`src/rtl/hpdcache_wbuf_timer_arb.sv`:
```
// Write-buffer entry aging: per-entry timeout counters that mark entries expired,
// plus a round-robin arbiter offering expired entries on a valid/ready send channel.
module hpdcache_wbuf_timer_arb #(
    parameter int unsigned ENTRIES          = 16,
    parameter int unsigned TIMECNT_WIDTH    = 4,
    parameter bit          SEND_FEEDTHROUGH = 1'b0,
    parameter int unsigned IDX_W            = (ENTRIES > 1) ? $clog2(ENTRIES) : 1
) (
    input  logic                     clk_i,
    input  logic                     rst_i,
    input  logic [TIMECNT_WIDTH-1:0] cfg_threshold_i,
    input  logic                     cfg_reset_on_write_i,
    input  logic                     flush_all_i,
    input  logic [ENTRIES-1:0]       open_i,
    input  logic [ENTRIES-1:0]       write_i,
    output logic [ENTRIES-1:0]       expired_o,
    output logic                     busy_o,
    output logic                     send_valid_o,
    output logic [IDX_W-1:0]         send_entry_o,
    input  logic                     send_ready_i
);
    typedef logic [TIMECNT_WIDTH-1:0] cnt_t;
    typedef logic [IDX_W-1:0]         idx_t;

    function automatic cnt_t sat_inc(input cnt_t v);
        return (v == '1) ? v : v + cnt_t'(1);
    endfunction

    function automatic idx_t wrap_inc(input idx_t v);
        return (32'(v) >= ENTRIES - 1) ? idx_t'(0) : v + idx_t'(1);
    endfunction

    cnt_t               cnt_q [ENTRIES];
    logic [ENTRIES-1:0] exp_q;
    logic [ENTRIES-1:0] sent_q;
    logic [ENTRIES-1:0] wr_rst;
    logic [ENTRIES-1:0] pend;
    logic [ENTRIES-1:0] cand;
    idx_t               rr_q;
    logic               busy_q;
    logic               grant_vld;
    idx_t               grant_idx;
    logic               hs;

    assign wr_rst    = write_i & {ENTRIES{cfg_reset_on_write_i}};
    assign pend      = exp_q & ~sent_q & open_i;
    assign hs        = send_valid_o & send_ready_i;
    assign expired_o = exp_q;
    assign busy_o    = busy_q;

    // Stage p0: per-entry age counters, sticky expiry and sent flags
    always_ff @(posedge clk_i) begin
        for (int e = 0; e < int'(ENTRIES); e++) begin
            if (rst_i || !open_i[e]) begin
                cnt_q[e]  <= '0;
                exp_q[e]  <= 1'b0;
                sent_q[e] <= 1'b0;
            end else begin
                if (!exp_q[e]) begin
                    cnt_q[e] <= wr_rst[e] ? '0 : sat_inc(cnt_q[e]);
                end
                // flush overrides the write reset; the write reset masks the threshold
                if (flush_all_i || (!wr_rst[e] && (cnt_q[e] >= cfg_threshold_i))) begin
                    exp_q[e] <= 1'b1;
                end
                if (hs && (send_entry_o == idx_t'(e))) begin
                    sent_q[e] <= 1'b1;
                end
            end
        end
    end

    always_ff @(posedge clk_i) begin
        if (rst_i) begin
            rr_q   <= '0;
            busy_q <= 1'b0;
        end else begin
            busy_q <= |open_i;
            if (hs) begin
                rr_q <= wrap_inc(send_entry_o);
            end
        end
    end

    // First candidate at or above the round-robin pointer, wrapping around
    always_comb begin
        int j;
        grant_vld = 1'b0;
        grant_idx = '0;
        j         = 0;
        for (int i = 0; i < int'(ENTRIES); i++) begin
            j = int'(rr_q) + i;
            if (j >= int'(ENTRIES)) begin
                j = j - int'(ENTRIES);
            end
            if (!grant_vld && cand[idx_t'(j)]) begin
                grant_vld = 1'b1;
                grant_idx = idx_t'(j);
            end
        end
    end

    generate
        if (SEND_FEEDTHROUGH) begin : g_ft
            assign cand         = pend;
            assign send_valid_o = grant_vld;
            assign send_entry_o = grant_idx;
        end else begin : g_reg
            logic send_vld_p1;
            idx_t send_idx_p1;

            // The entry leaving this cycle must not be offered again
            always_comb begin
                cand = pend;
                if (hs) begin
                    cand[send_idx_p1] = 1'b0;
                end
            end

            // Stage p1: offer register, held stable until accepted or its entry closes
            always_ff @(posedge clk_i) begin
                if (rst_i) begin
                    send_vld_p1 <= 1'b0;
                    send_idx_p1 <= '0;
                end else if (!send_vld_p1 || hs) begin
                    send_vld_p1 <= grant_vld;
                    if (grant_vld) begin
                        send_idx_p1 <= grant_idx;
                    end
                end else if (!open_i[send_idx_p1]) begin
                    send_vld_p1 <= 1'b0;
                end
            end

            assign send_valid_o = send_vld_p1;
            assign send_entry_o = send_idx_p1;
        end
    endgenerate

endmodule
```
`config.mk`:
```
export PLATFORM = sky130hd
export DESIGN_NAME = hpdcache_wbuf_timer_arb
export DESIGN_NICKNAME = d
export VERILOG_FILES = /design/src/rtl/hpdcache_wbuf_timer_arb.sv
export SDC_FILE = /design/constraint.sdc
export NUM_CORES = 1
export LEC_CHECK = 0
export CAP_MARGIN = 10
export CORE_MARGIN = 1.5
export CORE_UTILIZATION = 30
export CTS_CLUSTER_SIZE = 14
export DETAILED_ROUTE_END_ITERATION = 12
export GPL_TIMING_DRIVEN = 0
export SLEW_MARGIN = 20
export SYNTH_ARGS = -nofsm -noshare
export SYNTH_HDL_FRONTEND = slang
export SYNTH_SLANG_ARGS = --single-unit
```
`constraint.sdc`:
```
create_clock -name clk_i -period 4.1 [get_ports clk_i]
set_input_delay 0.82 -clock clk_i [delete_from_list [all_inputs] [get_ports clk_i]]
set_output_delay 0.82 -clock clk_i [all_outputs]
set_load 0.05 [all_outputs]
```
After elaboration in Yosys (flattened, before gate mapping)
Memory sizes are Yosys's and may differ from the RTL's.
Cells that the tools add are included.
{"block": "classes", "n_addsub": 48, "order_cmp": 51, "eq_ne": 32, "muxes": 216, "bitwise_logic": 23, "n_reduce_logical": 132}
{"cell": "4-bit two-way mux", "count": 81}
{"cell": "1-bit two-way mux", "count": 116}
{"cell": "4-bit equality test (second input constant)", "count": 24}
{"cell": "4-bit by 5-bit less-than comparator with 1-bit output (second input constant)", "count": 17}
{"cell": "5-bit >= comparator (second input constant)", "count": 15}
{"cell": "4-bit by 1-bit adder with 4-bit output (second input constant)", "count": 17}
{"cell": "1-bit binary-select mux with 4-bit select", "count": 17}
{"cell": "16-bit AND", "count": 4}
{"cell": "4-bit >= comparator", "count": 16}
{"cell": "4-bit by 1-bit subtractor with 4-bit output (second input constant)", "count": 16}
{"cell": "1-bit logical AND", "count": 48}
{"cell": "1-bit logical NOT", "count": 48}
{"cell": "4-bit by 4-bit adder with 5-bit output (second input constant)", "count": 8}
{"cell": "1-bit logical OR", "count": 33}
{"cell": "16-bit inverter", "count": 2}
{"cell": "4-bit by 3-bit adder with 5-bit output (second input constant)", "count": 4}
{"cell": "4-bit by 3-bit equality test with 1-bit output (second input constant)", "count": 4}
{"cell": "16-bit two-way mux", "count": 1}
{"cell": "1-bit OR", "count": 16}
{"cell": "16-bit OR reduction", "count": 1}
{"cell": "4-bit by 2-bit adder with 5-bit output (second input constant)", "count": 2}
{"cell": "4-bit by 2-bit equality test with 1-bit output (second input constant)", "count": 2}
{"cell": "4-bit by 1-bit adder with 5-bit output (second input constant)", "count": 1}
{"cell": "4-bit by 5-bit >= comparator with 1-bit output (second input constant)", "count": 1}
{"cell": "other kinds (8)", "count": 8}
{"block": "totals", "register_bits": 42, "ram_bits": 64, "output_inout_bits": 22, "wordCells": 539, "mem_count": 1}
{"memory": "cnt_q", "words": 16, "width": 4, "rd": 16, "rd_clocked_by_memory_dff": 0, "wr": 16, "line": "33", "text": "cnt_t cnt_q [ENTRIES];"}

Logic depth before layout (Yosys ltp)
Gate-level depths: netlist of the first run.
{"block": "depth", "ltp_word": 56, "depth_mapped": 16, "mapped_depth_nobuf": 13}

Least setup slack after synthesis of the first run
OpenSTA, ideal clock, no wires.
{"block": "synth_timing", "path_type": "reg2reg", "startpoint": "register g_reg.send_idx_p1[0], in the netlist send_entry_o[0]", "endpoint": "register g_reg.send_idx_p1[1], in the netlist send_entry_o[1]", "setup_time_ns": 0.141, "arrival_time_ns": 3.944, "path_slack_ns": 0.015, "stages_incl_launch_ff": 15, "path_buffers": 2, "period_less_slack_ns": 4.085, "cell_sequence": "dfxtp_1 > clkbuf_1 > inv_1 > ha_1 > clkbuf_1 > a2111oi_0 > a21oi_1 > mux4_2 > mux2_2 > nand4_4 > nor4_4 > nand3b_1 > mux2i_1 > a2111oi_0 > a221oi_2"}
{"block": "synth_via", "elab_chain_len": 56, "word_cells_on_any_way": 103, "classes_between": "2 x order compare; 67 x mux; 2 x bitwise; 32 x reduce/logical"}
{"item": "from (decl)", "line": "110", "text": "idx_t send_idx_p1;"}
{"item": "from (signal assigned)", "line": "128", "text": "send_idx_p1 <= grant_idx;"}
{"item": "4-bit by 5-bit less-than comparator with 1-bit output (not written as such) or 4-bit by 1-bit >= comparator with 1-bit output (tied branches)", "line": "116", "text": "cand[send_idx_p1] = 1'b0;"}
{"item": "1-bit logical AND (not written as such)", "line": "116"}
{"item": "1-bit two-way mux (not written as such)", "line": "116"}
{"item": "1-bit demux with 4-bit select *", "line": "116"}
{"item": "16-bit inverter (no source line) *"}
{"item": "16-bit AND (no source line) *"}
{"item": "16-bit two-way mux *", "line": "115", "text": "if (hs) begin"}
{"item": "1-bit binary-select mux with 4-bit select", "line": "96", "text": "if (!grant_vld && cand[idx_t'(j)]) begin"}
{"item": "(+40 left out)"}
{"item": "1-bit two-way mux", "line": "96"}
{"item": "1-bit logical NOT", "line": "96"}
{"item": "1-bit logical AND", "line": "96"}
{"item": "1-bit two-way mux", "line": "96"}
{"item": "1-bit logical NOT", "line": "96"}
{"item": "1-bit logical AND", "line": "96"}
{"item": "1-bit two-way mux", "line": "96"}
{"item": "2-bit AND reduction (no source line)"}
Mark *: on every way between the ends. The rest lies on a longest branch, timed or not. The select of a mux whose other input is x is not followed.
A chain may end at the register's enable or synchronous reset.

Worst setup path after layout of the first run
{"block": "layout_timing", "startpoint": "input port open_i[10]", "endpoint": "register g_reg.send_idx_p1[2], in the netlist send_entry_o[2]"}
{"block": "layout_via", "elab_chain_len": 52, "word_cells_on_any_way": 98, "classes_between": "65 x mux; 2 x bitwise; 31 x reduce/logical"}
{"item": "from (decl)", "line": "14", "text": "input logic [ENTRIES-1:0] open_i,"}
{"item": "16-bit AND *", "line": "46", "text": "assign pend = exp_q & ~sent_q & open_i;"}
{"item": "16-bit AND (no source line)"}
{"item": "16-bit two-way mux *", "line": "115"}
{"item": "1-bit binary-select mux with 4-bit select", "line": "96"}
{"item": "1-bit two-way mux (not written as such)", "line": "96"}
{"item": "1-bit two-way mux", "line": "96"}
{"item": "1-bit logical NOT", "line": "96"}
{"item": "1-bit logical AND", "line": "96"}
{"item": "(+36 left out)"}
{"item": "1-bit two-way mux", "line": "96"}
{"item": "1-bit logical NOT", "line": "96"}
{"item": "1-bit logical AND", "line": "96"}
{"item": "1-bit two-way mux", "line": "96"}
{"item": "1-bit logical NOT", "line": "96"}
{"item": "1-bit logical AND", "line": "96"}
{"item": "1-bit two-way mux", "line": "96"}
{"item": "2-bit AND reduction (no source line)"}
Marked as above.

==> summary.txt, run 1 <==
Worst setup path
  – Slowest cell on the critical path: mux4_2
  – Category of the worst setup path launch point: primary input
  – Worst Path Required: 4.33 ns
  – Data arrival time of the critical path: approximately 4.2 ns
  – Classification of the worst setup path: primary input to register
  – Critical Path Fanout Max: 8
  – Largest stage delay, worst path: 0.57 ns
  – Kind of capture point of the worst setup path: register
  – Sequence of cells on the critical path: clkdlybuf4s50_1 > nand2_1 > a2111oi_4 > a21oi_1 > mux4_2 > mux2_2 > nand4_4 > nor2_2 > a221oi_1 > a31oi_1 > o31ai_1 > a311oi_1

Logic synthesis
  – Area leader, netlist: edfxtp_1
  – Cell area after synthesis: roughly 8600 um2
  – Fraction of the yosys area taken by sequential cells: 32.3%
  – Syn avg cell area: between 9 and 10 um2
  – Syn. warnings: 0
  – Number of standard cells after synthesis: ~920
  – Area contributors post-synth: edfxtp_1 22%, ha_1 13%, dfxtp_1 9.8%, a21oi_1 5.6%, nor2_1 4.9%
  – Net count of the mapped netlist: around 1100
  – Proportion of register bits with asynchronous set or reset after synthesis: 0%
  – Fraction of synthesized cell area taken by the top area cell type: between 20 and 25%
  – Post-synthesis sequential element count: about 110
  – EDFF count, synth: between 60 and 70
  – Commonest register cell after synthesis: edfxtp_1
  – Cell variety after synth: 68

Die
  – DIE AREA: approximately 30000 um2
  – Boundary pin count: 63
  – Total core area: around 28000 um2
  – Floorplan die height: around 170 um
  – Std cell rows: 61
  – Die Width: roughly 170 um
  – Effective utilization at floorplan: a little under a third

STA
  – Minimum clock period after layout: 4.02 ns
  – Worst rel slew slack: a little under a third
  – Count of endpoints failing hold in the final timing report: 0
  – Least-Margin Pin Slew: roughly 1.0 ns
  – Total Neg Setup Slack: 0 ns
  – FMAX: around 0.25 GHz
  – Total count of max-transition violations in the final report: 0
  – Period utilization: a little over nine tenths
  – Fin worst setup slack: between 0.08 and 0.09 ns
  – Setup Viol. Count Final: 0
  – Final Skew: 0.00736 ns

Place
  – Routability congestion estimate from global placement: approximately 0.98
  – Worst-case setup slack after placement: -1.31 ns
  – Count of input and output buffers: 60
  – Final HPWL from detailed placement: 19.6 mm

Global route
  – Number of antenna violations at the first check in global routing: 0
  – Maximum number of pins on one net before global-route repair: 20
  – Vias in the first global route: approximately 7400
  – Global-route wire length before repair: between 40 and 50 mm
  – Combined global-route utilization of all metal layers: 18.1%
  – Sum of overflow across all layers after global routing: 0

Routing
  – Vias/cell: approximately 5.6
  – Pre-antenna DRT Iters: 5
  – Post-detailed-routing wire length: ~27 mm
  – DRT antenna net count: 0
  – 1st-iter DRT viols: around 580
  – Post-DR wirelength/cell: between 15 and 20 um
  – Vias after detailed routing: between 7000 and 8000
  – Number of DRC violations after detailed routing: 0

Finish
  – Post-layout net count: 1145
  – Number of inserted diodes: 0
  – Sequential standard cell area: ~2800 um2
  – Share of post-route cells with drive strength above 1: 17.0%
  – Area of combinational cells with multiple inputs: ~6200 um2
  – Synth-to-Final Area Change: 27.5%
  – Number of fillers in the final layout: about 2800

Run status
  – Run status: complete, no violations

Clock network
  – Clock tree from TritonCTS: yes
  – Root Buffer Master: clkbuf_16
  – Clock Sink Count: approximately 110
  – Number of buffers between clock root and the deepest sink: 2
  – Reg clk slew, reported paths: roughly 0.08 ns
  – Later-pin clock latency in the skew report: around 0.36 ns
  – CTS buffer count: 9
  – Number of H-tree levels: 3

Pwr
  – Leakage power: between 4 and 5 nW
  – Power Density: 428 nW/um2
  – Pwr Total: 4.67 mW
  – Worst vdd ir: around 0.19 mV

Job
  – Number of maximum-capacitance constraint violations: 0

Hold path
  – Worst min-delay path category: register to register
==> synth_stat cells (23+ instances only) <==
cell       instances
nor2_1           111
a21oi_1           95
ha_1              91
edfxtp_1          64
inv_1             47
dfxtp_1           42
nand3_1           39
nand2_1           36
nand2b_1          36
a21o_1            34
a211oi_1          31
xnor2_1           26
a2111oi_0         25
clkbuf_1          23
nor3_1            23
==> worst paths after layout <==
path | from | end | slack, ns | cells past startpoint
max | open_i[10] | send_entry_o[2]$_SDFFE_PP0P_ | 0.08 | 12
min | sent_q[14]$_SDFFE_PP0P_ | sent_q[14]$_SDFFE_PP0P_ | 0.57 | 2
max reg2reg | send_entry_o[0]$_SDFFE_PP0P_ | send_entry_o[2]$_SDFFE_PP0P_ | 0.10 | 14
min reg2reg | sent_q[14]$_SDFFE_PP0P_ | sent_q[14]$_SDFFE_PP0P_ | 0.57 | 2
==> power by group <==
part / internal (mW) / leakage (nW) / switching [mW]
logic: 0.982 / 2.99 / 1.46
registers: 1.20 / 1.11 / 0.0894
clock network: 0.487 / 0.155 / 0.442
==> critical path, delay by kind of cell <==
| kind | cells | cell delay [ns] |
|---|---|---|
| multiplexers | 2 | 0.93 |
| buffers and inverters | 1 | 0.56 |
| AO/OA/AOI/OAI | 6 | 1.47 |
| AND/OR/NAND/NOR | 3 | 0.45 |
==> kinds of logic after synthesis <==
| logic type | after synthesis | synth area share [%] |
|---|---|---|
| adders and majority gates | 91 | 13.3 |
| DFF | 106 | 32.3 |
| xor gates and xnor gates | 45 | 4.61 |
| AOI/OAI and AO/OA | 276 | 22.1 |
| muxes | 40 | 7.43 |
| buffers and inverters | 85 | 4.07 |
| and+or+nand+nor | 280 | 16.1 |
==> cells in the final DEF, fill, tap and decap left out, types with 36 or more instances in the layout <==
| cell | n |
|---|---|
| inv_1 | 47 |
| a21oi_1 | 94 |
| dfxtp_1 | 38 |
| ha_1 | 86 |
| edfxtp_1 | 64 |
| nor2_1 | 110 |
| nand3_1 | 39 |
| nand2b_1 | 36 |
| clkdlybuf4s50_1 | 53 |
==> area by class of cell <==
cell class              count  area share [%]
repair buffers             80            6.87
inverters                  49            1.70
clock buffers               9            2.07
multi-input cells         732            56.8
well taps                 378            4.34
plain buffers              35            2.01
flip-flops and latches    106            25.4
clock inverters             7           0.815
==> metrics by stage <==
stage | hold slack (ns) | instance area (um2) | utilization, % | cells
final | 0.574 | 10900 | 39.0 | 1396
after global routing | 0.614 | 10900 | 39.0 | 1396
after CTS | 0.545 | 10500 | 37.5 | 1383
after detailed placement | 0.477 | 9630 | 34.5 | 1361
after global placement | 0.470 | 9630 | 34.5 | 1361
after floorplan | 0.455 | 8550 | - | 923
==> registers in the layout, summed over array words and instances (netlist names) <==
signal / flops
cnt_q: 64
expired_o: 16
sent_q: 16
rr_q: 4
send_entry_o: 4
busy_o: 1
send_valid_o: 1
==> metal layers <==
metal,track usage (%),vias up,routed length (um)
li1,-,3670,-
met4,4.73,0,295
met5,0.174,-,0
met3,3.64,28,1980
met1,25.0,3756,12100
met2,28.8,297,12300
==> timing repair <==
| action | in CTS | in global routing |
|---|---|---|
| pin swaps | 6 | 18 |
| endpoints found under the hold margin | 0 | 0 |
| setup buffers | 7 | 13 |
| setup endpoints to repair | 5 | 5 |
| resized for setup | 115 | 65 |
| hold buffers | 0 | 0 |
| cloned | 0 | 0 |
Power figures use the tool's default switching activity.
==> run 2, diff against run 1 <==
--- a/config.mk
+++ b/config.mk
@@ -8,6 +8,7 @@
 export CAP_MARGIN = 10
 export CORE_MARGIN = 1.5
 export CORE_UTILIZATION = 30
+export CTS_CLUSTER_DIAMETER = 40
 export CTS_CLUSTER_SIZE = 14
 export DETAILED_ROUTE_END_ITERATION = 12
 export GPL_TIMING_DRIVEN = 0
==> results of run 2 <==
Final layout, timing and power as in run 1 (identical DEF).
